==> src/rtl/writeback_buffer.sv <==
// Writeback buffer: queues ALU and load results in program order and drives the
// register file write port one entry per cycle, forwarding queued data to decode.
module writeback_buffer #(
   parameter int DEPTH = 4,
   parameter int AW    = 6,
   parameter int DW    = 32
) (
   input  logic                     clock,
   input  logic                     reset,
   input  logic                     alu_valid,
   input  logic [AW-1:0]            alu_rd,
   input  logic [DW-1:0]            alu_data,
   input  logic                     mem_valid,
   input  logic [AW-1:0]            mem_rd,
   input  logic [DW-1:0]            mem_data,
   output logic                     mem_ready,
   output logic                     RegWrite,
   output logic [AW-1:0]            RD,
   output logic [DW-1:0]            WriteData,
   input  logic [AW-1:0]            Read1,
   input  logic [AW-1:0]            Read2,
   output logic                     Fwd1Valid,
   output logic [DW-1:0]            Fwd1Data,
   output logic                     Fwd2Valid,
   output logic [DW-1:0]            Fwd2Data,
   output logic [$clog2(DEPTH):0]   count
);

   localparam int PW = $clog2(DEPTH);
   localparam int CW = PW + 1;

   typedef struct packed {
      logic [AW-1:0] rd;
      logic [DW-1:0] data;
   } entry_t;

   entry_t          mem_q [DEPTH];
   logic [CW-1:0]   count_q, count_d, avail;
   logic [PW-1:0]   wr_ptr_q, wr_ptr_d, rd_ptr_q, rd_ptr_d, alu_ptr;
   logic            regwrite_q;
   logic [AW-1:0]   rd_out_q;
   logic [DW-1:0]   wdata_q;
   logic            pop, alu_acc, mem_acc, enq_mem, enq_alu;

   logic [1:0][AW-1:0] look_addr;
   logic [1:0]         fwd_valid;
   logic [1:0][DW-1:0] fwd_data;
   logic [PW-1:0]      idx;

   // Space is judged after this cycle's pop, so the ALU always fits and the
   // load path is only refused when both results would not fit together.
   always_comb begin
      pop       = (count_q != '0);
      avail     = CW'(DEPTH) - (count_q - CW'(pop));
      alu_acc   = alu_valid && (alu_rd != '0);
      mem_ready = (avail >= CW'(2)) || !alu_acc;
      mem_acc   = mem_valid && mem_ready;
      enq_mem   = mem_acc && (mem_rd != '0);
      enq_alu   = alu_acc;
      alu_ptr   = wr_ptr_q + PW'(enq_mem);
      wr_ptr_d  = alu_ptr + PW'(enq_alu);
      rd_ptr_d  = rd_ptr_q + PW'(pop);
      count_d   = count_q + CW'(enq_mem) + CW'(enq_alu) - CW'(pop);
   end

   // NOTE: entry storage has no reset; count and the pointers alone decide which
   // entries are live, so stale contents are never observed.
   always_ff @(posedge clock) begin
      if (enq_mem) mem_q[wr_ptr_q] <= '{rd: mem_rd, data: mem_data};
      if (enq_alu) mem_q[alu_ptr]  <= '{rd: alu_rd, data: alu_data};
   end

   always_ff @(posedge clock or posedge reset) begin
      if (reset) begin
         count_q    <= '0;
         wr_ptr_q   <= '0;
         rd_ptr_q   <= '0;
         regwrite_q <= 1'b0;
         rd_out_q   <= '0;
         wdata_q    <= '0;
      end else begin
         count_q    <= count_d;
         wr_ptr_q   <= wr_ptr_d;
         rd_ptr_q   <= rd_ptr_d;
         regwrite_q <= pop;
         if (pop) begin
            rd_out_q <= mem_q[rd_ptr_q].rd;
            wdata_q  <= mem_q[rd_ptr_q].data;
         end
      end
   end

   assign look_addr[0] = Read1;
   assign look_addr[1] = Read2;

   // Scan oldest to youngest (output stage, then head to tail); the last hit wins.
   always_comb begin
      fwd_valid = '0;
      fwd_data  = '0;
      idx       = '0;
      for (int p = 0; p < 2; p++) begin
         if (look_addr[p] != '0) begin
            if (regwrite_q && (rd_out_q == look_addr[p])) begin
               fwd_valid[p] = 1'b1;
               fwd_data[p]  = wdata_q;
            end
            for (int i = 0; i < DEPTH; i++) begin
               idx = rd_ptr_q + PW'(i);
               if ((CW'(i) < count_q) && (mem_q[idx].rd == look_addr[p])) begin
                  fwd_valid[p] = 1'b1;
                  fwd_data[p]  = mem_q[idx].data;
               end
            end
         end
      end
   end

   assign RegWrite  = regwrite_q;
   assign RD        = rd_out_q;
   assign WriteData = wdata_q;
   assign Fwd1Valid = fwd_valid[0];
   assign Fwd1Data  = fwd_data[0];
   assign Fwd2Valid = fwd_valid[1];
   assign Fwd2Data  = fwd_data[1];
   assign count     = count_q;

endmodule

==> config.mk <==
export PLATFORM = sky130hd
export DESIGN_NAME = writeback_buffer
export DESIGN_NICKNAME = d
export VERILOG_FILES = /design/src/rtl/writeback_buffer.sv
export SDC_FILE = /design/constraint.sdc
export NUM_CORES = 1
export LEC_CHECK = 0
export ABC_AREA = 1
export BUFFER_PORTS_ARGS = -buffer_cell sky130_fd_sc_hd__buf_2
export CORE_ASPECT_RATIO = 0.8
export CORE_UTILIZATION = 45
export DETAILED_ROUTE_END_ITERATION = 8
export PLACE_DENSITY = 0.69
export RECOVER_POWER = 50
export SETUP_SLACK_MARGIN = 0.15
export SYNTH_ARGS = -nofsm -noshare
export SYNTH_HDL_FRONTEND = slang
export SYNTH_SLANG_ARGS = --single-unit
==> constraint.sdc <==
create_clock -name clock -period 5.9 [get_ports clock]
set_clock_uncertainty 0.2 [all_clocks]
set_input_delay 1.18 -clock clock [delete_from_list [all_inputs] [get_ports clock]]
set_output_delay 1.18 -clock clock [all_outputs]
set_load 0.02 [all_outputs]
Word-level counts from Yosys, hierarchy flattened

Memory sizes are Yosys's and may differ from the RTL's.
Index checks and enable logic that the tools add are counted.
W data, S select, Z words.

Register bits: 46
Memory bits (writable): 152
Input port bits: 92
Output and inout port bits: 109
Word-level logic and storage cells: 81
Memories kept: 1

Add/sub/neg operators: 11
$lt $le $gt $ge: 5
Equal/unequal tests: 10
Multiplexer cells: 28
Reduce and logical (&&, ||, !) cells: 20

Memories:

| name  | depth | width | read ports | clocked after memory_dff | write ports | line | source |
|---|---|---|---|---|---|---|---|
| mem_q | 4     | 38    | 4          | 0                        | 2           | 37   | `entry_t mem_q [DEPTH];` |

Operators by type and width:

| kind                  | number |
|---|---|
| $mux W32              | 12 |
| $eq A6 B6 Y1          | 10 |
| $reduce_bool A6 Y1    | 4 |
| $mux W1               | 16 |
| $logic_and A1 B1 Y1   | 13 |
| $add A2 B1 Y2         | 3 |
| $add A3 B1 Y3         | 2 |
| $lt A1 B3 Y1 const A  | 2 |
| $lt A2 B3 Y1 const A  | 2 |
| $sub A3 B1 Y3         | 2 |
| $add A2 B2 Y2 const B | 2 |
| $ge A3 B2 Y1 const B  | 1 |
| $reduce_bool A3 Y1    | 1 |
| $sub A3 B3 Y3 const A | 1 |
| $add A2 B1 Y2 const B | 1 |
| $logic_not A1 Y1      | 1 |
| $logic_or A1 B1 Y1    | 1 |

Depth between registers and ports, before layout

Depth after elaboration: 10
Mapped depth: 17
Gate-level depth less buffers: 14

Least setup slack after synthesis

OpenSTA, ideal clock, no wires.

Kind: input port to flip-flop
Start point: input alu_rd[2]
End point: memory mem_q[0][0] (netlist name), enable pin
Library setup time: 0.491 ns
Data arrival time: 4.939 ns
Required time: 5.209 ns
Slack: 0.270 ns
Cell stages on the path: 7
Buffers on the path: 0
Cells stage by stage: nor4_1 nand3_1 nand2_1 inv_1 nand2_1 nand3_1 o31ai_1

RTL lines:

| what            | line | source |
|---|---|---|
| start, declared | 11   | `input logic [AW-1:0] alu_rd,` |
| end, declared   | 37   |  |

Worst setup path after layout

Start point: register rd_ptr_q[0]
End point: output Fwd2Data[27]

Cells in the longest elaborated chain, start to end: 8
Elaborated cells between the ends (all ways): 17
Classes of those cells: add/sub (3); eq/ne (4); mux (5); reduce/logical (4); memory (1)

RTL lines:

| what                                                       | line | source |
|---|---|---|
| start, declared                                            | 39   | `logic [PW-1:0] wr_ptr_q, wr_ptr_d, rd_ptr_q, rd_ptr_d, alu_ptr;` |
| start signal, assigned                                     | 84   | `rd_ptr_q <= rd_ptr_d;` |
| $add A2 B1 Y2 / $mem_v2 Z4 W38 (equally long branches)     | -    |  |
| $mem_v2 Z4 W38 (*)                                         | -    |  |
| $eq A6 B6 Y1 / $logic_and A1 B1 Y1 (equally long branches) | 109  | `if ((CW'(i) < count_q) && (mem_q[idx].rd == look_addr[p])) begin` |
| $logic_and A1 B1 Y1 / $mux W32 (equally long branches)     | 109  |  |
| $mux W32 (2 in series)                                     | 109  |  |
| $mux W32 (*)                                               | 109  |  |
| $mux W32 (*)                                               | 102  | `if (look_addr[p] != '0) begin` |
| end, declared                                              | 25   | `output logic [DW-1:0] Fwd2Data,` |

Mark *: on every way between the ends. The rest lies on a longest branch, timed or not.

==> run summary <==
Tot Pwr: 11.9 mW
startpoint types: flip-flop
Synth Area in Compound Gates: 19.9%
number of global-route vias before repair: 14,700
synthesized-area fraction occupied by and/or/nand/nor cells: 31.7%
Slew @ Worst Pin: 3.03 ns
fin crit share: 93.2%
Post-Synthesis Cells: 2,567
count of nets after finishing: 2,748
pwr dens: 667 mW/mm²
Setup Fix Bufs, Post-CTS: 0
post-route antenna net violation count: 0
CTS sink count: 198
global-route wire length before repair: 96.7 mm
Setup WS post-layout: 0.399 ns
die area: 0.0369 mm²
Post-Synth XOR/XNOR Area: 0.755%
Site Rows: 61
Lkg Pwr: 8.49 nW
cells along the critical path: inv_2, nand2_1, nand2_4, buf_4, o21ai_0, nand3_1, nand2_1, inv_1, nand2_1, a21oi_1, buf_2
final core utilization: 51.0%
cell accounting for the most synthesized area: edfxtp_1
CTS tree: yes
Vias: 17,900
syn_nets: 2,668
Slew headroom: -102%
Synth top area share: 28.1%
CTS buffer count: 17
DR pass1 iterations: 8
RD Place Congestion: 1.04
post-CTS sizing: 0
unrepaired setup endpoints after global routing: no
chip width: 214 µm
type of the worst setup path: flip-flop to primary output
initial antenna violation count: 2
Post-synth EDFFs: 152
DR DRC count: 0
core area: 0.0351 mm²
Worst-Skew Late Latency: 0.47 ns
mux contribution to synthesized area: 0.247%
Post-synth ARST share: 23.2%
Area growth syn-to-layout: 10.3%
I/O pins: 201
top cells by area, synth: edfxtp_1 (28%), nand2_1 (20%), o21ai_0 (15%)
CP arrival: 4.12 ns
fin cells: 3,131
pre-CTS setup slack: 0.792 ns
Critical Path RT: 4.52 ns
flop-to-flop setup slack: 0.72 ns
Post-Syn Area: 0.0162 mm²
crit-path max cell delay: 0.76 ns
Root Buffer: clkbuf_16
predominant post-synthesis flop cell: edfxtp_1
antenna cells: 0
final WL: 67.2 mm
Worst Hold Slack: 0.381 ns
final hold violation count: 0
Hold WC Path Type: flip-flop to flip-flop
Mapped Avg Cell Area: 6.33 µm²
fmax: 182 MHz
slowest CP cell: buf_4
placed instance count: 3,100
largest family of logic cells by synthesized area: simple AND/OR/NAND/NOR gates
Die Y-Extent: 172 µm
Unique masters post-synth: 39
hpwl dp: 50.4 mm
Max Cap Viol: 4
htree depth: 4
routed len/inst: 21.5 µm
Reg clk slew, reported paths: 0.07 ns
DRT iter0 DRCs: 2,868
total track usage: 35.6%
fraction of layout cells with a size suffix above 1: 9.70%
GRT Residual Overflow: 0
YS warnings: 0
Port Buffers: 200
hold buffers post-CTS: 0
commonest non-fill, non-tap cell in the layout: nand2_1
most used cell, CP: nand2_1
failing checks: max-capacitance violations, max-slew violations
status: finished with violations
Critical Path End Type: primary output
worst ir drop on vdd: 0.580 mV
crit path max fanout: 122
routed vias/inst: 5.70
pin count of the biggest net entering global routing: 186
final setup fails: 0
number of synthesized register bits: 198
Post-DP Area: 0.0174 mm²
starting density of the core: 46.3%
Synth Area in Adders: 0.786%
Max Root-Sink Buffers: 2
commonest non-fill, non-tap cells in the layout: nand2_1 (855), o21ai_0 (481), inv_1 (276)
fin crit period: 5.50 ns
setup TNS: 0 ns
final instance area: 0.0179 mm²
sequential fraction of the synthesis area: 35.2%
Pins Over Slew Limit: 142
metal layers:
metal	part of all wire (%)	routed length, µm	GRT usage, %
met5	0.019	13	0
met4	1.3	846	6.96
met2	36	23900	42.7
met3	14	9250	10.4
met1	49	33200	59.2
layout make-up:
cell class	instances	area (µm²)
fillers	3611	17200
multi-input cells	1908	8720
flip-flops and latches	198	5720
repair buffers	240	1240
inverters	282	1060
well taps	472	591
clock buffers	18	429
clock inverters	13	136
cells in the mapped netlist, types with 5 or more instances:
cell type and n:
a21oi_1 101, buf_1 8, buf_2 57, buf_4 6, clkbuf_1 104, dfrtp_1 46, edfxtp_1 152, ha_1 7
inv_1 276, inv_2 5, nand2_1 858, nand2_2 6, nand3_1 222, nand4_1 37, nor2_1 86, nor2_2 5
nor4_1 5, o21ai_0 481, o21ai_1 52, xor2_1 11
worst max-delay path: cells and delay by family (launching register included):
kind                   cells  cell delay, ns
AO/OA/AOI/OAI              2            0.76
buffers and inverters      4            1.42
flip-flops                 1            0.64
AND/OR/NAND/NOR            5            0.74
cells by family after synthesis:
logic type,after synthesis
flip-flops,198
AO/OA/AOI/OAI,642
adder cells (fa/ha/maj),9
AND/OR/NAND/NOR,1238
buffers and inverters,461
multiplexers,4
XOR/XNOR,14
other,1
power breakdown:
| group | switching (mW) | internal (mW) | total, mW |
|---|---|---|---|
| Sequential | 0.448 | 2.36 | 2.81 |
| Clock | 0.575 | 0.594 | 1.17 |
| Combinational | 6.17 | 1.80 | 7.96 |
sequential cells by signal (all words and copies together) (netlist names):
| signal | cells |
|---|---|
| RD | 6 |
| WriteData | 32 |
| rd_ptr_q | 2 |
| mem_q | 152 |
| wr_ptr_q | 2 |
| RegWrite | 1 |
| count | 3 |
final timing paths:
check | to | from | cells after the start
min in group asynchronous | RegWrite | reset | 2
min | WriteData[10] | WriteData[10] | 2
max in group asynchronous | rd_ptr_q[0] | reset | 2
max | Fwd2Data[27] | rd_ptr_q[0] | 11
min reg2reg | WriteData[10] | WriteData[10] | 2
max reg2reg | mem_q[3][14] | count[1] | 9
No activity file was read; power rests on OpenSTA's default activity.
